$ cat src/rtl/bus_arbiter_8.sv
// bus_arbiter_8: eight-source round-robin arbiter with a per-grant burst limit.
//
// A two-state FSM (idle / grant) picks one requester, starting the search at a
// rotating pointer. The chosen word is steered onto y through a bit-sliced
// 32-bit 8:1 mux. The grant is held for up to MAX_HOLD transfers. It rotates
// early if the owner withdraws its request.
//
// Ports
//   clk        in   1   single clock, rising edge
//   reset      in   1   synchronous, active-high
//   req        in   8   per-requester request, bit i = source i
//   op0..op7   in  32   per-requester data word
//   out_ready  in   1   consumer accepts y this cycle
//   y          out 32   data word of the selected requester
//   out_valid  out  1   y holds a valid granted word
//   gnt        out  8   registered one-hot grant, zero when idle
//   ack        out  8   one-hot pulse to the requester whose word transferred
//   s2,s1,s0   out  1   registered binary select of the granted requester

module bus_arbiter_8 #(
    parameter int unsigned MAX_HOLD = 4
) (
    input  logic        clk,
    input  logic        reset,
    input  logic [7:0]  req,
    input  logic [31:0] op0,
    input  logic [31:0] op1,
    input  logic [31:0] op2,
    input  logic [31:0] op3,
    input  logic [31:0] op4,
    input  logic [31:0] op5,
    input  logic [31:0] op6,
    input  logic [31:0] op7,
    input  logic        out_ready,
    output logic [31:0] y,
    output logic        out_valid,
    output logic [7:0]  gnt,
    output logic [7:0]  ack,
    output logic        s2,
    output logic        s1,
    output logic        s0
);

    localparam logic [4:0] MaxHold = 5'(MAX_HOLD);

    typedef enum logic {StIdle, StGrant} state_e;

    state_e      state_q;
    logic [7:0]  gnt_q;
    logic [2:0]  sel_q;
    logic [2:0]  ptr_q;
    logic [3:0]  hold_q;

    // First set bit of r searching start, start+1, ... start+7 (mod 8).
    // The loop runs backwards so the smallest offset is assigned last and wins.
    function automatic logic [2:0] rr_pick(input logic [7:0] r, input logic [2:0] start);
        logic [2:0] idx;
        rr_pick = start;
        for (int k = 7; k >= 0; k--) begin
            idx = start + 3'(k);
            if (r[idx]) begin
                rr_pick = idx;
            end
        end
    endfunction

    logic [7:0] sel_oh;
    logic [2:0] sel_next;
    logic [7:0] rearb_req;
    logic [2:0] idle_pick;
    logic [2:0] rearb_pick;
    logic       in_grant;
    logic       xfer;
    logic       last_xfer;
    logic       rotate;

    assign in_grant   = (state_q == StGrant);
    assign sel_oh     = 8'b1 << sel_q;
    assign sel_next   = sel_q + 3'd1;
    // The current owner is excluded when the grant is forced to move on.
    assign rearb_req  = req & ~sel_oh;
    assign idle_pick  = rr_pick(req, ptr_q);
    assign rearb_pick = rr_pick(rearb_req, sel_next);

    // Reset masks the handshake so an aborted grant never pulses ack.
    assign out_valid  = ~reset & in_grant & req[sel_q];
    assign xfer       = out_valid & out_ready;
    assign ack        = xfer ? sel_oh : 8'h00;

    assign last_xfer  = xfer & (({1'b0, hold_q} + 5'd1) >= MaxHold);
    assign rotate     = in_grant & (~req[sel_q] | last_xfer);

    assign gnt          = gnt_q;
    assign {s2, s1, s0} = sel_q;

    always_ff @(posedge clk) begin
        if (reset) begin
            state_q <= StIdle;
            gnt_q   <= 8'h00;
            sel_q   <= 3'd0;
            ptr_q   <= 3'd0;
            hold_q  <= 4'd0;
        end else begin
            case (state_q)
                StIdle: begin
                    if (|req) begin
                        state_q <= StGrant;
                        gnt_q   <= 8'b1 << idle_pick;
                        sel_q   <= idle_pick;
                        hold_q  <= 4'd0;
                    end
                end
                StGrant: begin
                    if (rotate) begin
                        ptr_q  <= sel_next;
                        hold_q <= 4'd0;
                        if (|rearb_req) begin
                            // Hand over directly, no idle bubble.
                            gnt_q <= 8'b1 << rearb_pick;
                            sel_q <= rearb_pick;
                        end else begin
                            state_q <= StIdle;
                            gnt_q   <= 8'h00;
                        end
                    end else if (xfer) begin
                        hold_q <= hold_q + 4'd1;
                    end
                end
                default: begin
                    state_q <= StIdle;
                    gnt_q   <= 8'h00;
                end
            endcase
        end
    end

    // Bit-sliced 32-bit 8:1 mux: each output bit picks its column by {s2,s1,s0}.
    for (genvar b = 0; b < 32; b++) begin : g_mux
        logic [7:0] col;
        assign col  = {op7[b], op6[b], op5[b], op4[b], op3[b], op2[b], op1[b], op0[b]};
        assign y[b] = col[{s2, s1, s0}];
    end

endmodule

$ cat config.mk
export PLATFORM = sky130hd
export DESIGN_NAME = bus_arbiter_8
export DESIGN_NICKNAME = d
export VERILOG_FILES = /design/src/rtl/bus_arbiter_8.sv
export SDC_FILE = /design/constraint.sdc
export NUM_CORES = 1
export LEC_CHECK = 0
export ABC_AREA = 1
export CAP_MARGIN = 20
export CORE_AREA = 3 3 122 124
export CTS_CLUSTER_SIZE = 12
export DETAILED_ROUTE_END_ITERATION = 8
export DIE_AREA = 0 0 125 127
export HOLD_SLACK_MARGIN = 0.1
export PLACE_DENSITY_LB_ADDON = 0.1
export SLEW_MARGIN = 40
export SYNTH_ARGS = -nofsm -noshare
export SYNTH_HDL_FRONTEND = slang
export SYNTH_SLANG_ARGS = --single-unit
export TNS_END_PERCENT = 10
$ cat constraint.sdc
create_clock -name clk -period 8.3 [get_ports clk]
set_input_delay 1.66 -clock clk [delete_from_list [all_inputs] [get_ports clk]]
set_output_delay 1.66 -clock clk [all_outputs]
set_load 0.03 [all_outputs]
==> metrics.yaml, run 1 <==
sta:
  setup_viol: 0
  finalWorstSetupSlack_ns: 2.70
  skew_ns: 0.00426
  rsz0062_at_grt: "false"
  max_freq_ghz: 0.178
  finalCritPeriodShare_pct: 67.5
  finalHoldViolCount: 0
  finalCriticalPeriod_ns: 5.60
  maxSlewHeadroom_pct: 46.6
  worst_slew_pin_slew_ns: 0.801
  final.setup.tns_ns: 0
  maxSlewViolCount: 0
global_route:
  grt_usage_pct: 26.0
  grt_first_pass_wirelength_um: 34200
  grt_start_max_net_pins: 107
  grt_pass1_vias: 6418
  antenna_found_initial: 3
  grt_overflow: 0
place:
  gp_congestion: 0.935
  portBuffers: 318
  pre_cts_slack_ns: 2.74
  place_hpwl_um: 17800
floorplan:
  core-area_sq_um: 13900
  die_area_sq_um: 15900
  io_pins: 319
  die_w_um: 125
  initial_core_util_pct: 32.6
  rows: 43
  die_h_um: 127
cells_and_area:
  area_growth_syn_to_layout_pct: 72.2
  drive_above_1_share_pct: 2.90
  layout.nets: 1451
route:
  drtAntennaViolNets: 0
  post_drt_wl_per_cell_um: 16.6
  viasPerCell: 5.10
  first_pass_iters: 5
  detail_route.iter0.violations: 336
  num_vias: 6905
  wl_um: 22500
  drc_errors: 0
yosys:
  avgSynthCellArea_sq_um: 5.00
  synth_cell_types: 32
  synth-seq-cells: 19
  netlist_instances: 905
  synthesis.nets: 1184
  yosysWarningCount: 0
  synth_seq_area_share_pct: 8.40
  synthesis.area_sq_um: 4530
clock_tree:
  clock_path_buffers: 2
  numClockSinks: 19
  cts_max_level: 1
  cts_tree: "done"
  cts_resized: 0
  clkTransAtPathRegs_ns: 0.05
  clk_latency_ns: 0.25
  cts-buffers-inserted: 3
  cts_hold_buffers: 0
  cts-root-buf: "clkbuf_16"
  postCtsSetupRepairBufs: 0
setup_path:
  start_kind: "input pin"
  path_class: "input pin to primary output"
  path_max_fanout: 10
  cp.arrival_ns: 3.94
  reg2reg_depth: 20
  end_kind: "primary output"
  cp.required_ns: 6.64
power_and_ir_drop:
  vdd.ir_drop.worst_uv: 171
  finalPower_w: 0.00317
  p_leak_nw: 3.26
  cellPowerDensity_nw_per_um2: 406
outcome:
  outcome: "completed"
worst_hold_path:
  hp-class: "flop to flop"
  min_path_cells: 2
job:
  maxCapViolCount: 0
## report_power, final
group	internal [W]	leakage, nW	switching, W
combinational	0.00104	3.07	0.00183
clock	0.0000653	0.0382	0.0000341
sequential	0.000126	0.157	0.0000685
total	0.00123	3.26	0.00193
## synth_stat cells
master    count  area share [%]
a22o_1        2            0.39
buf_1         4            0.33
nor3_1        2            0.22
buf_2         4            0.44
a221o_1       1            0.22
o21ai_0     145              16
nand2_4       2            0.50
inv_4         2            0.28
nor4_1        3            0.41
nand4_1       1            0.14
a21oi_2       1            0.19
xnor2_1       4            0.77
clkbuf_1     45             3.7
a31oi_1      33             4.6
nand2_1     121              10
xor2_1        4            0.77
o21ai_1       3            0.33
a211oi_1      1            0.17
nor2_8        1            0.44
o22ai_1      32             4.4
ha_1         12             3.3
inv_1        52             4.3
dfxtp_1      19             8.4
buf_4         4            0.66
nor3_2        1            0.22
nand3_1      92              10
nor2_1      251              21
buf_6         4            0.99
a21oi_1      43             4.8
nand2_2       7            0.97
inv_2         8            0.66
o21ai_4       1            0.36
## cells by family after synthesis
family / count (synthesis) / synth area share, %
adders and majority gates: 12 / 3.32
AOI/OAI and AO/OA: 262 / 31.4
xor gates and xnor gates: 8 / 1.55
and+or+nand+nor: 481 / 43.9
buffers and inverters: 123 / 11.4
DFF: 19 / 8.40
## critical path, cell delays in order
cell	delay, ns
clkdlybuf4s50_1	0.62
inv_1	0.09
a21oi_1	0.15
o21ai_1	0.08
nand3_1	0.09
nand2_1	0.08
nor3_2	0.16
nand2_2	0.19
nor2_1	0.14
clkdlybuf4s50_1	0.68
## worst paths after layout
kind	startpoint	end	slack (ns)
worst max-delay path	req[6]	ack[3]	2.70
worst min-delay path	hold_q[3]	hold_q[3]	0.44
worst max register to register	sel_q[0]	gnt[6]	4.65
worst min register to register	hold_q[3]	hold_q[3]	0.44
## state kept, by name (all words and copies together), names as in the netlist
register	flops
hold_q	4
in_grant	1
sel_q	3
gnt	8
ptr_q	3
## per-stage QoR
stage          util, %  std cells  hold slack, ns  instance area, sq um
2_1_floorplan        -        905           0.415                  4530
3_3_place_gp      55.5       1347           0.434                  7700
3_5_place_dp      55.5       1347           0.433                  7710
4_1_cts           56.1       1351           0.442                  7780
5_1_grt           56.2       1354           0.473                  7800
6_report          56.2       1355           0.437                  7800
## placed cells by master, fill, tap and decap left out, types with 7 or more instances in the layout
master,synthesis,routed
nand2_2,7,7
dfxtp_1,19,17
a31oi_1,33,33
clkdlybuf4s50_1,0,318
inv_1,52,51
inv_2,8,8
a21oi_1,43,43
nand3_1,92,92
nor2_1,251,251
o22ai_1,32,32
o21ai_0,145,145
nand2_1,121,121
ha_1,12,12
## cell type report
cell class	count	area, sq um
clock buffer	4	78.8
multi-input combinational	763	3630
tap	180	225
inverter	62	240
fill	1490	6080
timing repair buffer	323	3230
sequential	19	385
antenna	4	10.0
## per-layer routing
| layer | GRT usage, % | vias to the layer above | wire length [um] |
|---|---|---|---|
| li1 | - | 3576 | - |
| met1 | 30.8 | 3065 | 9190 |
| met2 | 46.9 | 228 | 11200 |
| met3 | 6.31 | 36 | 1540 |
| met4 | 7.53 | 0 | 586 |
| met5 | 0 | - | 0 |
Note: power is estimated with default switching activity, not from simulation.
==> run 2: changes to the inputs <==
--- a/config.mk
+++ b/config.mk
@@ -7,10 +7,10 @@
 export LEC_CHECK = 0
 export ABC_AREA = 1
 export CAP_MARGIN = 20
-export CORE_AREA = 3 3 122 124
+export CORE_AREA = 3 3 123 125
 export CTS_CLUSTER_SIZE = 12
 export DETAILED_ROUTE_END_ITERATION = 8
-export DIE_AREA = 0 0 125 127
+export DIE_AREA = 0 0 126 128
 export HOLD_SLACK_MARGIN = 0.1
 export PLACE_DENSITY_LB_ADDON = 0.1
 export SLEW_MARGIN = 40
==> constraint.sdc (replaced) <==
create_clock -name clk -period 5.5 [get_ports clk]
set_input_delay 1.1 -clock clk [delete_from_list [all_inputs] [get_ports clk]]
set_output_delay 1.1 -clock clk [all_outputs]
set_load 0.03 [all_outputs]
==> metrics.yaml, run 2 (synthesis results as in run 1) <==
floorplan:
  die_h_um: 128
  die_area_sq_um: 16100
  initial_core_util_pct: 32.4
  core-area_sq_um: 14000
  io_pins: 319
  die_w_um: 126
  rows: 43
route:
  detail_route.iter0.violations: 578
  post_drt_wl_per_cell_um: 16.9
  wl_um: 22900
  num_vias: 6980
  first_pass_iters: 5
  drc_errors: 0
  viasPerCell: 5.16
  drtAntennaViolNets: 0
clock_tree:
  cts-buffers-inserted: 3
  cts-root-buf: "clkbuf_16"
  cts_max_level: 1
  clk_latency_ns: 0.25
  cts_hold_buffers: 0
  numClockSinks: 19
  cts_resized: 0
  cts_tree: "done"
  clkTransAtPathRegs_ns: 0.05
  clock_path_buffers: 2
  postCtsSetupRepairBufs: 0
cells_and_area:
  layout.nets: 1454
  largest_register_ffs: 8
  final_common_cell: "clkdlybuf4s50_1"
  ff_latch_area_sq_um: 385
  multiInputGateArea_sq_um: 3630
  final_cell_mix: "clkdlybuf4s50_1, nor2_1, o21ai_0"
  antenna_cells: 0
  nFillCells: 1454
  fin_area_sq_um: 7820
  final_cells: 1354
  area_growth_syn_to_layout_pct: 72.6
  drive_above_1_share_pct: 3.15
sta:
  setup_viol: 0
  finalCriticalPeriod_ns: 4.50
  finalCritPeriodShare_pct: 81.8
  maxSlewViolCount: 0
  final.setup.tns_ns: 0
  max_freq_ghz: 0.222
  rsz0062_at_grt: "false"
  skew_ns: 0.00215
  worst_slew_pin_slew_ns: 0.798
  maxSlewHeadroom_pct: 46.8
  finalWorstSetupSlack_ns: 1.00
  finalHoldViolCount: 0
setup_path:
  crit_slowest_cell: "clkdlybuf4s50_1"
  start_kind: "input pin"
  end_kind: "primary output"
  slowest_delay_ns: 0.69
  r2r_start: "sel_q[0]"
  reg2reg_slack_ns: 2.14
  path_max_fanout: 10
  path_common_cell: "clkdlybuf4s50_1"
  timing.critical_path.buf_inv: 3
  reg2reg_depth: 22
  cp.arrival_ns: 3.40
  critical_path.top_delay_family: "buffers and inverters"
  r2r_end: "gnt[6]"
  crit_chain: "clkdlybuf4s50_1, inv_2, a21oi_1, o21ai_0, nand3_1, nand2_1, nor3_2, nand2_2, nor2_1, clkdlybuf4s50_1"
  path_class: "input pin to primary output"
  cp.required_ns: 4.40
global_route:
  grt_overflow: 0
  grt_pass1_vias: 6455
  grt_usage_pct: 26.7
  grt_start_max_net_pins: 149
  grt_first_pass_wirelength_um: 35100
  antenna_found_initial: 0
worst_hold_path:
  hold_path_end: "hold_q[3]"
  min_path_cells: 2
  hp-start: "hold_q[3]"
  hp-class: "flop to flop"
power_and_ir_drop:
  p_leak_nw: 3.28
  cellPowerDensity_nw_per_um2: 618
  finalPower_w: 0.00483
  vdd.ir_drop.worst_uv: 245
place:
  portBuffers: 318
  gp_congestion: 0.921
  place_hpwl_um: 18300
  placed_cell_area_sq_um: 7740
  dp.cells: 1350
  pre_cts_slack_ns: 1.05
outcome:
  outcome: "completed"
job:
  maxCapViolCount: 0
-- run 2: cell types whose count changed in the layout (fill, tap and decap cells not counted) --
cell | previous run | this run
buf_4 | 3 | 7
buf_12 | 0 | 1
buf_6 | 2 | 0
diode_2 | 4 | 0
-- run 2: final cells by class --
| cell class | count | area share [%] |
|---|---|---|
| Multi-Input combinational cell | 763 | 46.5 |
| Tap cell | 180 | 2.88 |
| Clock buffer | 4 | 1.01 |
| Inverter | 62 | 3.07 |
| Sequential cell | 19 | 4.93 |
| Timing Repair Buffer | 326 | 41.7 |
-- run 2: through the flow --
| step | hold WS (ns) | utilization, % |
|---|---|---|
| floorplan | 0.415 | - |
| global placement | 0.435 | 55.3 |
| detailed placement | 0.434 | 55.3 |
| CTS | 0.442 | 55.9 |
| global route | 0.467 | 55.9 |
| finish | 0.437 | 55.9 |
-- run 2: worst max-delay path by stage --
stage,depth (start not counted),slack (ns),startpoint,end
final,10,1.00,req[1],ack[3]
after global routing,10,0.77,req[1],ack[6]
after CTS,10,1.05,req[1],ack[6]
after detailed placement,10,1.05,req[1],ack[6]
after global placement,10,1.11,req[1],ack[6]
after floorplan,8,1.79,req[5],ack[0]
-- run 2: worst register-to-register path, cell delays in order, from the launching register on --
cell,delay [ns]
dfxtp_4,0.36
inv_4,0.50
ha_1,0.37
buf_4,0.18
inv_1,0.22
nand2_1,0.08
nand2_1,0.22
nand3_1,0.16
nand3_1,0.18
nand2_1,0.09
nand2_1,0.07
nand2_1,0.04
nand2_1,0.05
nand2_1,0.04
nand2_1,0.05
nand2_1,0.06
nand2_1,0.05
nand2_1,0.06
nand2_2,0.12
inv_2,0.04
nor2_1,0.14
nand2_1,0.07
a21oi_1,0.14
-- run 2: where the power goes --
| group | internal [W] | switching [W] |
|---|---|---|
| clock | 0.0000985 | 0.0000491 |
| combinational | 0.00159 | 0.00285 |
| sequential | 0.000189 | 0.0000626 |
| total | 0.00188 | 0.00296 |
-- run 2: routing by layer --
layer  wire length [um]  track usage (%)  vias up
met5                  0                0        -
met4                218             2.52        0
met3               1600             5.08       18
met2              11400             48.2      252
met1               9700             34.2     3127
li1                   -                -     3583
